## src/rtl/uart_debug_pkg.sv

```systemverilog
// Shared types and constants for the uart_debug transmitter.
// The PARITY state and parity helper exist only when UART_DEBUG_PARITY_EN is defined.
package uart_debug_pkg;

  localparam int DATA_BITS = 8;
  localparam int STOP_BITS = 1;

  typedef enum logic [2:0] {
    ST_IDLE,
    ST_START,
    ST_DATA,
`ifdef UART_DEBUG_PARITY_EN
    ST_PARITY,
`endif
    ST_STOP,
    ST_GAP
  } state_e;

`ifdef UART_DEBUG_PARITY_EN
  function automatic logic even_parity(input logic [DATA_BITS-1:0] bits);
    return ^bits;
  endfunction
`endif

endpackage

```

## src/rtl/uart_debug_baud_tick.sv

```systemverilog
// Bit-period timer: pulses tick_o for one cycle every CLKS_PER_BIT cycles.
// restart_i realigns the period so a frame's start bit gets a full bit time.
module uart_debug_baud_tick #(
  parameter int CLKS_PER_BIT = 434
) (
  input  logic clk_i,
  input  logic rst_ni,
  input  logic restart_i,
  output logic tick_o
);

  localparam int CNT_W = (CLKS_PER_BIT > 1) ? $clog2(CLKS_PER_BIT) : 1;
  localparam logic [CNT_W-1:0] CNT_LAST = CNT_W'(CLKS_PER_BIT - 1);

  logic [CNT_W-1:0] cnt_q, cnt_d;

  // Next count: wrap at the last cycle of the period or on restart.
  always_comb begin
    cnt_d = cnt_q;
    if (restart_i) begin
      cnt_d = {CNT_W{1'b0}};
    end else if (cnt_q == CNT_LAST) begin
      cnt_d = {CNT_W{1'b0}};
    end else begin
      cnt_d = cnt_q + CNT_W'(1);
    end
  end

  // Counter register.
  always_ff @(posedge clk_i) begin
    if (!rst_ni) begin
      cnt_q <= {CNT_W{1'b0}};
    end else begin
      cnt_q <= cnt_d;
    end
  end

  assign tick_o = (cnt_q == CNT_LAST);

endmodule

```

## src/rtl/uart_debug.sv

```systemverilog
// Free-running UART transmitter that repeatedly sends the byte on data (8N1).
// Defining UART_DEBUG_PARITY_EN adds an even-parity bit (8E1).
module uart_debug
  import uart_debug_pkg::*;
#(
  parameter int CLK_FREQ = 50_000_000,
  parameter int BAUD     = 115200,
  parameter int GAP_BITS = 1
) (
  input  logic       clk,
  input  logic       rst_n,
  input  logic [7:0] data,
  output logic       tx
);

  localparam int CLKS_PER_BIT = CLK_FREQ / BAUD;
  localparam logic [3:0] GAP_LAST = 4'((GAP_BITS == 0) ? 0 : GAP_BITS - 1);
  localparam logic [2:0] IDX_LAST = 3'(DATA_BITS - 1);

  if (CLKS_PER_BIT < 2) begin : g_bad_cpb
    $error("uart_debug: CLK_FREQ/BAUD must be at least 2");
  end
  if (GAP_BITS < 0 || GAP_BITS > 15) begin : g_bad_gap
    $error("uart_debug: GAP_BITS must be in 0..15");
  end
  if (STOP_BITS != 1) begin : g_bad_stop
    $error("uart_debug: only one stop bit is supported");
  end

  state_e                 state_q, state_d;
  logic                   tx_q, tx_d;
  logic [DATA_BITS-1:0]   shreg_q, shreg_d;
  logic [2:0]             bit_idx_q, bit_idx_d;
  logic [3:0]             gap_q, gap_d;
  logic                   restart_s;
  logic                   tick_s;

  uart_debug_baud_tick #(
    .CLKS_PER_BIT(CLKS_PER_BIT)
  ) u_baud_tick (
    .clk_i    (clk),
    .rst_ni   (rst_n),
    .restart_i(restart_s),
    .tick_o   (tick_s)
  );

  // Frame sequencing; tx_d is the line level for the period starting at the next edge.
  always_comb begin
    state_d   = state_q;
    tx_d      = tx_q;
    shreg_d   = shreg_q;
    bit_idx_d = bit_idx_q;
    gap_d     = gap_q;
    restart_s = 1'b0;
    case (state_q)
      ST_IDLE: begin
        shreg_d   = data;
        tx_d      = 1'b0;
        bit_idx_d = 3'd0;
        gap_d     = 4'd0;
        restart_s = 1'b1;
        state_d   = ST_START;
      end
      ST_START: begin
        if (tick_s) begin
          tx_d    = shreg_q[0];
          state_d = ST_DATA;
        end else begin
          state_d = ST_START;
        end
      end
      ST_DATA: begin
        if (tick_s) begin
          if (bit_idx_q == IDX_LAST) begin
`ifdef UART_DEBUG_PARITY_EN
            tx_d    = even_parity(shreg_q);
            state_d = ST_PARITY;
`else
            tx_d    = 1'b1;
            state_d = ST_STOP;
`endif
          end else begin
            bit_idx_d = bit_idx_q + 3'd1;
            tx_d      = shreg_q[bit_idx_q + 3'd1];
          end
        end else begin
          state_d = ST_DATA;
        end
      end
`ifdef UART_DEBUG_PARITY_EN
      ST_PARITY: begin
        if (tick_s) begin
          tx_d    = 1'b1;
          state_d = ST_STOP;
        end else begin
          state_d = ST_PARITY;
        end
      end
`endif
      ST_STOP: begin
        if (tick_s) begin
          gap_d   = 4'd0;
          state_d = (GAP_BITS == 0) ? ST_IDLE : ST_GAP;
        end else begin
          state_d = ST_STOP;
        end
      end
      ST_GAP: begin
        if (tick_s) begin
          if (gap_q == GAP_LAST) begin
            state_d = ST_IDLE;
          end else begin
            gap_d = gap_q + 4'd1;
          end
        end else begin
          state_d = ST_GAP;
        end
      end
      default: begin
        tx_d    = 1'b1;
        state_d = ST_IDLE;
      end
    endcase
  end

  // State and datapath registers; reset parks the line at mark.
  always_ff @(posedge clk) begin
    if (!rst_n) begin
      state_q   <= ST_IDLE;
      tx_q      <= 1'b1;
      shreg_q   <= {DATA_BITS{1'b0}};
      bit_idx_q <= 3'd0;
      gap_q     <= 4'd0;
    end else begin
      state_q   <= state_d;
      tx_q      <= tx_d;
      shreg_q   <= shreg_d;
      bit_idx_q <= bit_idx_d;
      gap_q     <= gap_d;
    end
  end

  assign tx = tx_q;

endmodule

```

## config.mk

```make
export PLATFORM = sky130hd
export DESIGN_NAME = uart_debug
export DESIGN_NICKNAME = d
export VERILOG_FILES = /design/src/rtl/uart_debug_pkg.sv /design/src/rtl/uart_debug_baud_tick.sv /design/src/rtl/uart_debug.sv
export SDC_FILE = /design/constraint.sdc
export NUM_CORES = 1
export LEC_CHECK = 0
export CORE_MARGIN = 3
export CORE_UTILIZATION = 30
export CTS_BUF_LIST = sky130_fd_sc_hd__clkbuf_8 sky130_fd_sc_hd__clkbuf_16
export DETAILED_ROUTE_END_ITERATION = 8
export HOLD_SLACK_MARGIN = 0.06
export PLACE_DENSITY = 0.44
export REMOVE_ABC_BUFFERS = 1
export SLEW_MARGIN = 15
export SYNTH_ARGS = -nofsm -noshare
export SYNTH_HDL_FRONTEND = slang
export SYNTH_SLANG_ARGS = --single-unit
```

## constraint.sdc

```tcl
create_clock -name clk -period 4.5 [get_ports clk]
set_input_delay 0.9 -clock clk [delete_from_list [all_inputs] [get_ports clk]]
set_output_delay 0.9 -clock clk [all_outputs]
set_load 0.02 [all_outputs]
```

======== Word-level counts from Yosys, hierarchy flattened ========
Index checks and enable logic that the tools add are counted.
storage, ports and cells
  bits in registers ....................... 28
  input port bits ......................... 10
  output and inout port bits .............. 1
cells by class
  add/sub/neg operators ................... 3
  order comparisons ....................... 1
  eq/ne operators ......................... 14
  multiplexer cells ....................... 21
  bitwise operators ....................... 2
  reduce and logical (&&, ||, !) cells .... 10
operator list
  kind                 number
  $mux 3               7
  $pmux 3 s5           1
  $mux 4               3
  $ne 2x2->1 const B   6
  $pmux 4 s3           1
  $add 9x1->9 const B  1
  $eq 9x9->1 const B   1
  $eq 3x2->1 const B   2
  $eq 3x3->1 const B   2
  $ne 3x3->1 const B   2
  $pmux 3 s2           1
  $reduce_and 3->1     2
  $mux 1               5
  $add 4x1->4 const B  1
  $logic_not 4->1      1
  $lt 3x4->1 const B   1
  $pmux 1 s4           1
  $reduce_and 4->1     1
  $add 3x1->3 const B  1
  $bmux 1 s3           1
  $eq 3x1->1 const B   1
  $logic_not 3->1      1
  $reduce_bool 3->1    1
  $reduce_or 3->1      1
  other kinds (5)      6

======== Logic depth before layout (Yosys ltp) ========
Gate-level depths: netlist of run 1.
  depth after elaboration ................. 6
  gate-level depth with buffers ........... 7
  depth with buffers taken out ............ 6

======== Cells and area by module ========
A second synthesis of run 1 with hierarchy kept.
second synthesis, totals
  cell total of the unflattened synthesis .. 162
  area total of the unflattened synthesis .. 1,416.4 µm²
modules (own cells, without submodules)
  module                times used  cells an instance  area an instance (µm²)
  uart_debug            1           116                996.0
  uart_debug_baud_tick  1           46                 420.4

======== Worst setup path before layout of run 1 ========
Ideal clock, no wire load.
  kind .................................... in2reg
  start ................................... in rst_n
  end ..................................... reg gap_q[2]
  setup time .............................. 72 ps
  arrival time ............................ 1,828 ps
  slack ................................... 2,600 ps
  stages .................................. 4
  path buffers ............................ 1
  cells stage by stage .................... clkbuf_1 inv_1 or4_1 mux2i_1
RTL lines
  element               RTL line           RTL
  start, declared       uart_debug.sv:11   input logic rst_n,
  end signal, assigned  uart_debug.sv:139  gap_q <= gap_d;
  end, declared         uart_debug.sv:34   logic [3:0] gap_q, gap_d;

==> flow_summary.json, run 1 <==
{
  "status": "complete, no violations",
  "cts_resized": 0,
  "worst_slack_ns": 2.219,
  "synth-edff-count": 0,
  "ys.flop_type": "dfxtp_1",
  "placed_cells": 215,
  "coreArea_mm2": 0.004414,
  "drt_first_pass_iters": 4,
  "diodes": 0,
  "grt_max_degree": 22,
  "clk_pin_slew_worst_paths_ns": 0.10,
  "cts_root_buf": "clkbuf_8",
  "path_cells": "clkdlybuf4s50_1, inv_1, or4_1, mux2i_1",
  "final_antenna_net_count": 0,
  "synth_area_leader_cell": "dfxtp_1",
  "setup_viol": 0,
  "slowest_delay_ns": 0.63,
  "start_kind": "input pin",
  "floorplan.initialDensity_pct": 31.29,
  "period_needed_ns": 2.281,
  "grt_usage_pct": 11.60,
  "hold_path.class": "flip-flop to flip-flop",
  "drv_slew": 0,
  "netlist_area_mm2": 0.001381,
  "die_width_um": 73.86,
  "area_growth_pct": 15.22,
  "combPwrFrac_pct": 6.9,
  "grt-ovfl-total": 0,
  "seqPwrFrac_pct": 52.4,
  "ys_ff_latch": 28,
  "fmax_mhz": 438.4,
  "synthDistinctLibCells": 35,
  "syn-instance-count": 161,
  "wl_per_cell_um": 12.78,
  "via_per_inst": 5.068,
  "insertion_delay_ns": 0.28,
  "cts.path.max_buffers": 2,
  "synth_warnings": 0,
  "first_iter_violations": 80,
  "avgSynthCellArea_um2": 8.580,
  "synthTopCellsByArea": "dfxtp_1 (41%), a21oi_1 (5.4%), ha_1 (5.4%), nand2_1 (5.2%), nor2_1 (4.3%)",
  "die_h_um": 73.86,
  "synth_top_area_share_pct": 40.58,
  "first_global_vias": 1063,
  "placed_cell_area_mm2": 0.001515,
  "post_cts_buffers": 0,
  "hold_buffers": 0,
  "synthArstFlopShare_pct": 0,
  "p_int_mw": 0.3904,
  "nNetsFinal": 184,
  "clock_skew_ns": 0.01122,
  "rows": 24,
  "finalCritPeriodShare_pct": 50.69,
  "pre_cts_ws_ns": 1.923,
  "post_layout_nonfiller_instances": 219,
  "critPathArrivalTime_ns": 2.50,
  "grt_pass1_wl_mm": 5.030,
  "setup_tns_ns": 0,
  "ir_drop_v": 0.0001153,
  "worstSetupEndpointType": "flip-flop",
  "grt_util_met2_pct": 17.72,
  "num_vias": 1110,
  "slowest_stage": "clkdlybuf4s50_1",
  "relSlewSlack_pct": 51.22,
  "total_power_mw": 0.4958,
  "rsz0062_at_grt": "no",
  "fin_area_mm2": 0.001592,
  "path_buf_inv": 2,
  "grt_busiest_layer": "met2",
  "pwr-share-clk_pct": 40.7,
  "cts_htree_levels": 1,
  "numPortBuffers": 10,
  "io_pins": 11,
  "cap_violations": 0,
  "hpwlAfterDp_mm": 2.062,
  "gr-usage-met1_pct": 16.68,
  "final_util_pct": 36.05,
  "p_leak_nw": 0.5507,
  "p_per_area_mw_per_mm2": 311.5,
  "cp_top_family": "buffers and inverters",
  "worstPathRequired_ns": 4.72,
  "ys_seq_area_share_pct": 40.58,
  "die_area_mm2": 0.005455,
  "path_max_fanout": 14,
  "routed_wl_mm": 2.798,
  "worstSetupPathType": "input pin to flip-flop",
  "cts-buffers-inserted": 3,
  "hold_violations": 0,
  "gp_congestion": 0.8161,
  "swShare_pct": 21.25,
  "final_layout_size_suffix_gt1_share_pct": 7.186,
  "cts_sinks": 28,
  "drc_errors": 0,
  "power_switching_mw": 0.1054,
  "tightestPinTransition_ns": 0.7317,
  "cts_tree": "yes",
  "grt_use_met3_pct": 2.189,
  "antenna_found_initial": 0,
  "worst_hold_slack_ns": 0.4644
}
-- cell type report --
| type | count | area [um^2] |
|---|---|---|
| clock buffers | 3 | 41.29 |
| clock inverters | 1 | 30.03 |
| fillers | 452 | 2823 |
| inverters | 8 | 30.03 |
| multi-input cells | 117 | 764.5 |
| flip-flops and latches | 28 | 560.5 |
| well taps | 52 | 65.06 |
| repair buffers | 10 | 100.1 |
-- tightest hold or removal path, stage by stage (launching register included) --
cell	delay, ns
dfxtp_1	0.33
nand2_1	0.05
a21oi_1	0.05
-- flip-flops by register name (all words and copies together) (netlist names) --
register,flops
gap_q,4
bit_idx_q,3
tx,1
shreg_q,8
state_q,3
u_baud_tick.cnt_q,9
-- kinds of logic after synthesis --
| group | after synthesis | share of synthesized area (%) |
|---|---|---|
| mux | 4 | 4.710 |
| buf+inv | 16 | 4.438 |
| flops | 28 | 40.58 |
| fa+ha+maj | 6 | 5.435 |
| xor+xnor | 8 | 5.073 |
| simple gates | 73 | 27.81 |
| compound gates | 26 | 11.96 |
-- cell usage after synthesis (2+ instances only) --
master,number
or4_1,2
nand2b_1,2
nor2b_1,2
nand2_1,19
nor3_1,2
dfxtp_1,28
a31oi_1,2
mux2i_1,2
nand4_1,9
clkbuf_1,7
a31o_2,2
nor3b_1,2
and4_1,2
nand3_1,11
ha_1,6
xnor2_1,6
mux4_2,2
a21oi_1,15
nor2_1,16
inv_1,8
xor2_1,2
-- power by group through the flow --
stage	sequential, mW	combinational [mW]	clock (mW)
floorplan	0.265	0.0184	0
global placement	0.265	0.0341	0
detailed placement	0.266	0.0346	0
CTS	0.260	0.0347	0.207
global route	0.261	0.0390	0.214
finish	0.260	0.0342	0.202
-- metal layers --
layer	up-vias	wire length [um]
met1	505	1416
met4	0	25
met5	-	0
li1	585	-
met3	4	108
met2	16	1249
-- cell usage in the layout, fill, tap and decap left out, types with 2 or more instances in the layout --
cell type / instances
a21oi_1: 15
a31o_2: 2
a31oi_1: 2
and4_1: 2
clkbuf_8: 3
clkdlybuf4s50_1: 10
dfxtp_1: 28
ha_1: 6
inv_1: 8
mux2i_1: 2
mux4_2: 2
nand2_1: 19
nand2b_1: 2
nand3_1: 11
nand4_1: 9
nor2_1: 16
nor2b_1: 2
nor3b_1: 2
or4_1: 2
xnor2_1: 6
xor2_1: 2
-- worst paths after layout --
kind                      from          to  slack, ns  depth (start not counted)
hold / removal      shreg_q[3]  shreg_q[3]       0.46                          2
setup reg to reg  bit_idx_q[0]          tx       2.56                          5
setup / recovery         rst_n    gap_q[2]       2.22                          4
hold reg to reg     shreg_q[3]  shreg_q[3]       0.46                          2
(Power assumes the default switching activity.)
==> inputs of run 2 (changes only) <==
- PLACE_DENSITY: 0.44 -> 0.45
- clock period: 4.5 -> 2.09 ns (I/O delays scaled with it)
==> flow_summary.json, run 2 (synthesis results as in run 1) <==
{
  "status": "complete, no violations",
  "hold_violations": 0,
  "cts_tree": "yes",
  "period_needed_ns": 1.866,
  "routed_wl_mm": 2.980,
  "gp_congestion": 0.8159,
  "num_vias": 1186,
  "fmax_mhz": 535.8,
  "setup_viol": 0,
  "insertion_delay_ns": 0.28,
  "relSlewSlack_pct": 70.97,
  "grt_usage_pct": 12.30,
  "total_power_mw": 0.9789,
  "antenna_found_initial": 0,
  "top_layer": "met4",
  "m1WireLength_mm": 1.491,
  "numPortBuffers": 10,
  "hpwlAfterDp_mm": 2.212,
  "grt_pass1_wl_mm": 5.202,
  "slowest_delay_ns": 0.52,
  "io_pins": 11,
  "p_int_mw": 0.7583,
  "largest_register_ffs": 9,
  "via_per_inst": 5.225,
  "first_global_vias": 1117,
  "p_per_area_mw_per_mm2": 600.4,
  "layout_commonest_cell": "dfxtp_1",
  "worstPathRequired_ns": 2.25,
  "drc_errors": 0,
  "critPathArrivalTime_ns": 2.03,
  "tightestPinTransition_ns": 0.4346,
  "final_layout_size_suffix_gt1_share_pct": 10.86,
  "rows": 24,
  "combPwrFrac_pct": 8.3,
  "area_growth_pct": 18.03,
  "layout_common_cells": "dfxtp_1 (28), nand2_1 (19), nor2_1 (16), a21oi_1 (15), nand3_1 (11)",
  "clk_pin_slew_worst_paths_ns": 0.10,
  "wl_per_cell_um": 13.13,
  "grt_max_degree": 16,
  "drv_slew": 0,
  "p_leak_nw": 0.5818,
  "cts_resized": 0,
  "worstSetupPathType": "flip-flop to flip-flop",
  "cts_root_buf": "clkbuf_8",
  "cts.path.max_buffers": 2,
  "wl_met3_um": 99,
  "worstSetupEndpointType": "flip-flop",
  "grt-ovfl-total": 0,
  "cts-buffers-inserted": 3,
  "final_antenna_net_count": 0,
  "regMostFlops": "u_baud_tick.cnt_q",
  "drt_first_pass_iters": 4,
  "placed_cells": 223,
  "rsz0062_at_grt": "no",
  "die_area_mm2": 0.005455,
  "floorplan.initialDensity_pct": 31.29,
  "final_util_pct": 36.93,
  "clock_skew_ns": 0.006848,
  "power_switching_mw": 0.2207,
  "fin_area_mm2": 0.001630,
  "cts_htree_levels": 1,
  "die_h_um": 73.86,
  "die_width_um": 73.86,
  "path_max_fanout": 5,
  "ir_drop_v": 0.0002796,
  "cap_violations": 0,
  "post_cts_buffers": 0,
  "top_regs": "u_baud_tick.cnt_q x9, shreg_q x8, gap_q x4",
  "start_kind": "flip-flop",
  "first_iter_violations": 87,
  "swShare_pct": 22.54,
  "dr_wl_met2_mm": 1.353,
  "path_cells": "ha_1, mux4_2, nor2b_1, o41ai_1, a32oi_1",
  "pwr-share-clk_pct": 34.5,
  "placed_cell_area_mm2": 0.001575,
  "hold_path.class": "flip-flop to flip-flop",
  "setup_tns_ns": 0,
  "r2r_setup_slack_ns": 0.22,
  "seqPwrFrac_pct": 57.2,
  "diodes": 0,
  "hold_buffers": 0,
  "post_layout_nonfiller_instances": 227,
  "cts_sinks": 28,
  "path_buf_inv": 0,
  "nNetsFinal": 192,
  "cp_top_family": "multiplexers",
  "finalCritPeriodShare_pct": 89.29,
  "slowest_stage": "mux4_2",
  "coreArea_mm2": 0.004414
}
## run 2: cell count changes in the layout (fill, tap and decap cells not counted)
cell / before / now
buf_4: 0 / 8
bufinv_16: 1 / 0
clkbuf_8: 3 / 4
nor3_1: 1 / 2
nor3_2: 1 / 0
## run 2: final cells by class
| class | count | area [um^2] |
|---|---|---|
| timing repair buffer | 18 | 160.2 |
| multi-input combinational | 117 | 759.5 |
| clock buffer | 4 | 55.05 |
| tap | 52 | 65.06 |
| inverter | 8 | 30.03 |
| fill | 464 | 2784 |
| sequential | 28 | 560.5 |
## run 2: worst paths after layout
| path | start | cells after the start | end |
|---|---|---|---|
| max reg2reg | bit_idx_q[0] | 5 | tx |
| min | shreg_q[4] | 2 | shreg_q[4] |
| min reg2reg | shreg_q[4] | 2 | shreg_q[4] |
| max | bit_idx_q[0] | 5 | tx |
## run 2: worst register-to-register path: stages (launching register included)
cell,delay [ns]
dfxtp_1,0.37
ha_1,0.38
mux4_2,0.52
nor2b_1,0.14
o41ai_1,0.25
a32oi_1,0.10
## run 2: routing by layer
metal,up-vias,GRT usage (%)
li1,601,-
met1,562,16.63
met2,18,19.19
met3,5,2.462
met4,0,4.628
met5,-,0
## run 2: power groups by stage
stage          combinational (mW)  sequential, mW  clock (mW)
3_5_place_dp               0.0820           0.572           0
4_1_cts                    0.0823           0.560       0.354
5_1_grt                    0.0911           0.562       0.367
3_3_place_gp               0.0809           0.573           0
6_report                   0.0816           0.560       0.338
2_1_floorplan              0.0397           0.570           0
## run 2: per-stage QoR
step / worst slack [ns] / hold WS, ns
6_report: 0.2238 / 0.4631
5_1_grt: 0.09686 / 0.4920
4_1_cts: 0.2016 / 0.4680
3_5_place_dp: 0.2308 / 0.4531
3_3_place_gp: 0.3278 / 0.4538
2_1_floorplan: 0.3735 / 0.4331
==> inputs of run 3 (changes only) <==
- SYNTH_HIERARCHICAL: not set -> 1
==> flow_summary.json, run 3 <==
{
  "cp_top_family": "compound AO/OA/AOI/OAI gates",
  "die_h_um": 74.71,
  "path_common_cell": "ha_1",
  "grt_pass1_wl_mm": 5.106,
  "clk_pin_slew_worst_paths_ns": 0.10,
  "hold_buffers": 0,
  "routed_wl_mm": 2.970,
  "synthArstFlopShare_pct": 0,
  "r2r_setup_slack_ns": 0.12,
  "cts_tree": "yes",
  "first_global_vias": 1204,
  "nFillCells": 464,
  "syn-instance-count": 162,
  "final_util_pct": 37.87,
  "grt-ovfl-total": 0,
  "period_needed_ns": 1.967,
  "rows": 24,
  "cap_violations": 0,
  "cts_resized": 0,
  "combPwrFrac_pct": 8.7,
  "synthDistinctLibCells": 45,
  "synth.most_common_cell": "dfxtp_1",
  "worstSetupEndpointType": "flip-flop",
  "pwr-share-clk_pct": 39.7,
  "cts_sinks": 28,
  "path_buf_inv": 0,
  "avgSynthCellArea_um2": 8.743,
  "p_per_area_mw_per_mm2": 647.7,
  "insertion_delay_ns": 0.27,
  "slowest_delay_ns": 0.34,
  "synth_warnings": 6,
  "ys_seq_area_share_pct": 39.58,
  "drv_slew": 0,
  "crit_start": "bit_idx_q[0]",
  "regMostFlops": "u_baud_tick/cnt_q",
  "synthTopCellsByArea": "dfxtp_1 (40%), nand2_1 (6.4%), a21oi_1 (5.3%), ha_1 (5.3%), nor2_1 (2.7%)",
  "grt_usage_pct": 11.69,
  "worstSetupPathType": "flip-flop to flip-flop",
  "hold_start": "shreg_q[3]",
  "num_vias": 1197,
  "netlist_area_mm2": 0.001416,
  "die_area_mm2": 0.005582,
  "synth_area_leader_cell": "dfxtp_1",
  "drc_errors": 0,
  "path_cells": "ha_1, ha_1, mux2_2, a311o_1, o31a_1, o32a_1",
  "hold_path.class": "flip-flop to flip-flop",
  "p_leak_nw": 0.6488,
  "cts-buffers-inserted": 3,
  "numPortBuffers": 10,
  "relSlewSlack_pct": 72.25,
  "io_pins": 11,
  "coreArea_mm2": 0.004444,
  "cts_root_buf": "clkbuf_8",
  "synth_common_cells": "dfxtp_1 (28), nand2_1 (24), a21oi_1 (15), nor2_1 (10), inv_1 (8)",
  "worstPathRequired_ns": 2.26,
  "final_antenna_net_count": 0,
  "placed_cell_area_mm2": 0.001612,
  "power_switching_mw": 0.2356,
  "diodes": 0,
  "ir_drop_v": 0.0002221,
  "fin_area_mm2": 0.001683,
  "rsz0062_at_grt": "no",
  "synth_top_area_share_pct": 39.58,
  "finalCritPeriodShare_pct": 94.09,
  "r2r-start": "bit_idx_q[0]",
  "status": "complete, no violations",
  "clock_skew_ns": 0.003852,
  "hold_violations": 0,
  "final_layout_size_suffix_gt1_share_pct": 15.17,
  "total_power_mw": 1.090,
  "top_regs": "u_baud_tick/cnt_q x9, shreg_q x8, gap_q x4",
  "area_growth_pct": 18.82,
  "antenna_found_initial": 0,
  "start_kind": "flip-flop",
  "slowest_stage": "mux2_2",
  "placed_cells": 226,
  "setup_viol": 0,
  "ys_ff_latch": 28,
  "post_cts_buffers": 0,
  "hpwlAfterDp_mm": 2.236,
  "grt_max_degree": 17,
  "swShare_pct": 21.61,
  "cts_htree_levels": 1,
  "post_layout_nonfiller_instances": 230,
  "wl_per_cell_um": 12.91,
  "layout_commonest_cell": "dfxtp_1",
  "fmax_mhz": 508.5,
  "gp_congestion": 0.8003,
  "cts.path.max_buffers": 2,
  "via_per_inst": 5.204,
  "synth-edff-count": 0,
  "first_iter_violations": 69,
  "floorplan.initialDensity_pct": 31.87,
  "pre_cts_ws_ns": 0.1355,
  "layout_common_cells": "dfxtp_1 (28), nand2_1 (24), a21oi_1 (15), nor2_1 (10), clkdlybuf4s50_1 (10)",
  "nNetsFinal": 195,
  "drt_first_pass_iters": 4,
  "critPathArrivalTime_ns": 2.14,
  "largest_register_ffs": 9,
  "p_int_mw": 0.8544,
  "die_width_um": 74.71,
  "seqPwrFrac_pct": 51.6,
  "worst_slack_ns": 0.1234,
  "ys.flop_type": "dfxtp_1",
  "path_max_fanout": 2,
  "tightestPinTransition_ns": 0.4154
}
## run 3: layout make-up
| class | count | area (um^2) | area share [%] |
|---|---|---|---|
| Sequential cell | 28 | 560.5 | 33.31 |
| Inverter | 8 | 30.03 | 1.784 |
| Clock buffer | 3 | 41.29 | 2.454 |
| Multi-Input combinational cell | 119 | 788.3 | 46.84 |
| Timing Repair Buffer | 19 | 167.7 | 9.963 |
| Clock inverter | 1 | 30.03 | 1.784 |
| Tap cell | 52 | 65.06 | 3.866 |
## run 3: worst paths after layout
check        cells past startpoint         end
min                              2  shreg_q[3]
min reg2reg                      2  shreg_q[3]
max                              6          tx
max reg2reg                      6          tx
## run 3: routing by layer
metal / GRT usage, % / part of all wire, %
met5: 0 / 0
met4: 4.743 / 0.98
met3: 2.136 / 2.0
met2: 20.78 / 49
met1: 13.83 / 48
## run 3: logic make-up (layout without fill, tap and decap cells)
group	count (synthesis)	count (layout)	synth area share (%)
buffers and inverters	15	31	4.770
muxes	6	6	5.653
DFF	28	28	39.58
xor gates and xnor gates	4	4	2.474
AOI/OAI and AO/OA	35	35	17.67
adders and majority gates	6	6	5.300
and+or+nand+nor	68	68	24.56
## run 3: power groups by stage
stage          Sequential, mW  Clock (mW)  Combinational, mW
6_report                0.562       0.433             0.0949
3_5_place_dp            0.575           0             0.0957
5_1_grt                 0.565       0.464              0.105
2_1_floorplan           0.573           0             0.0517
3_3_place_gp            0.574           0             0.0948
4_1_cts                 0.562       0.446             0.0962
## run 3: through the flow
stage | hold WS [ns] | TNS (ns)
after floorplan | 0.4329 | -0.1850
after global placement | 0.4452 | 0
after detailed placement | 0.4506 | 0
after CTS | 0.4654 | 0
after global routing | 0.4955 | 0
final | 0.4628 | 0
## run 3: worst reg2reg max path: cells and delay by family (launching register included)
family	cells	cell delay (ns)
mux	1	0.34
flops	1	0.33
compound gates	3	0.73
fa+ha+maj	2	0.48
==> RTL change (config.mk and constraints of run 3) <==
Encoding of `state_e`: now one-hot (5 bits for 5 states).
--- a/src/rtl/uart_debug_pkg.sv
+++ b/src/rtl/uart_debug_pkg.sv
@@ -5,15 +5,15 @@
   localparam int DATA_BITS = 8;
   localparam int STOP_BITS = 1;
 
-  typedef enum logic [2:0] {
-    ST_IDLE,
-    ST_START,
-    ST_DATA,
+  typedef enum logic [4:0] {
+    ST_IDLE  = 5'b00001,
+    ST_START = 5'b00010,
+    ST_DATA  = 5'b00100,
 `ifdef UART_DEBUG_PARITY_EN
     ST_PARITY,
 `endif
-    ST_STOP,
-    ST_GAP
+    ST_STOP  = 5'b01000,
+    ST_GAP   = 5'b10000
   } state_e;
 
 `ifdef UART_DEBUG_PARITY_EN
Formal check against the unedited RTL: no difference found for any inputs over 10 cycles, from zero or initial values and one cycle with rst_n low; not proved beyond that.
==> RTL change against run 3 <==
Area after synthesis increased by 17%; routed wire length up 18%; global-route usage grew 0.56 points; final area increased by 22%; fmax decreased by 0.15%; final cell count increased by 23%; sequential cell count is 2 higher; die area increased by 15%; sequential share of layout area decreased by 4.0 points; via count grew 19%; worst setup slack got worse by 0.0030 ns; critical path type unchanged; critical endpoint unchanged; largest cell class unchanged.
Power is not compared: it rests on default switching activity, and its combinational part moved more than twofold at a synthesized area within 25%.
==> RTL change: results (changes against run 3) <==
status=complete, no violations; Num CTS Buffers=5 (+2); largest registers=u_baud_tick/cnt_q: 9 flops, shreg_q: 8 flops, state_q: 5 flops; CP delay by family, top=multiplexers; P_leak=between 0.7 and 0.8 nW; Port Buffers=10 (unchanged); H-tree Lvls=2 (+1); Filler cells=539 (+16%); top cells by area, synth=dfxtp_1, nand2_1, a21boi_0; first-pass GRT wire length=6150 um (+21%); Synth Flop Type=dfxtp_1; Critical Path Max Stage Delay=0.37 ns (+0.03 ns); Max rail drop VDD=approximately 0.00030 V; clk slew on worst S/H paths=0.07 ns (-0.03 ns); total track usage=12.3% (+0.56 points); worst hold path class=flop to flop; hold path startpoint=u_baud_tick/cnt_q[0]; asr flop ratio synth=0% (unchanged); Fin Clk Skew=0.00386 ns (+0.00000547 ns); Seq/Total Area, Yosys=36.3% (-3.2 points); DP HPWL=2530 um (+13%); placer congestion estimate=0.735 (-8.1%); 1st-iter DRT viols=84 (+22%); actual slew at the worst max-slew pin=0.488 ns (+0.0724 ns); largest net degree at the start of global routing=26 (+9); Crit Path Max Fanout=5 (+3); Vias/cell=5.02 (-3.6%); clock tree buffer depth=2 (unchanged); Area after DPL=0.00186 mm^2 (+16%); Worst EP arrival=roughly 2.1 ns; layout net count=228 (+17%); top cells by count, synth=dfxtp_1, nand2_1, nand3_1; share of layout cells above drive strength 1=15.0% (-0.15 points); routed wire length=3520 um (+18%); drt pass-1 iters=4 (unchanged); initial antenna violation count=0 (unchanged); CP max stage cell=dfxtp_1; Syn. warnings=6 (unchanged); Inserted Diodes=0 (unchanged); Critical Path Start=bit_idx_q[0]; post-place setup slack=-0.0391 ns (-0.175 ns); distinct cell type count after synthesis=47 (+4.4%); Slew Limit Fails=0 (unchanged); vias in the first global route=1373 (+14%)
[RTL change: where the power goes]
part | leakage [nW] | switching, W | internal [W]
Sequential | 0.245 | 0.0000371 | 0.000606
Clock | 0.0714 | 0.000235 | 0.000509
Combinational | 0.445 | 0.000114 | 0.000108
[RTL change: what timing repair did]
item,in CTS,in global routing
setup buffers,0,4
resized for setup,1,5
pin swaps,0,1
endpoints found under the hold margin,0,0
setup endpoints to repair,2,4
[RTL change: logic make-up after synthesis]
group | after synthesis | synth area share, %
simple gates | 91 | 29.4
compound gates | 41 | 18.4
flops | 30 | 36.3
buf+inv | 14 | 3.48
mux | 7 | 6.28
fa+ha+maj | 6 | 4.54
xor+xnor | 3 | 1.59
[RTL change: final timing paths]
| check | cells after the start | endpoint | slack (ns) |
|---|---|---|---|
| setup / recovery | 6 | tx | 0.12 |
| hold / removal | 1 | u_baud_tick/cnt_q[0] | 0.44 |
| setup reg to reg | 6 | tx | 0.12 |
| hold reg to reg | 1 | u_baud_tick/cnt_q[0] | 0.44 |
[RTL change: layer usage]
metal	vias to the layer above	wire length (um)	GRT usage, %	share of wire (%)
li1	734	-	-	-
met1	671	1700	14.5	48
met2	10	1690	20.0	48
met3	5	55	3.03	1.6
met4	0	64	6.93	1.8
met5	-	0	0	0
[RTL change: layout make-up]
type	count	area, um^2	share of cell area [%]
Clock buffer	6	82.6	4.03
Clock inverter	2	60.1	2.93
Sequential cell	30	602	29.3
Multi-Input combinational cell	148	1010	49.2
Tap cell	70	87.6	4.27
Inverter	5	18.8	0.915
Timing Repair Buffer	22	190	9.27
[RTL change: metrics by stage]
step,instances,utilization (%),power (W)
2_1_floorplan,183,-,0.000784
6_report,283,39.4,0.00161
5_1_grt,283,39.4,0.00169
4_1_cts,279,38.5,0.00162
3_5_place_dp,271,35.8,0.000877
3_3_place_gp,271,35.8,0.000873
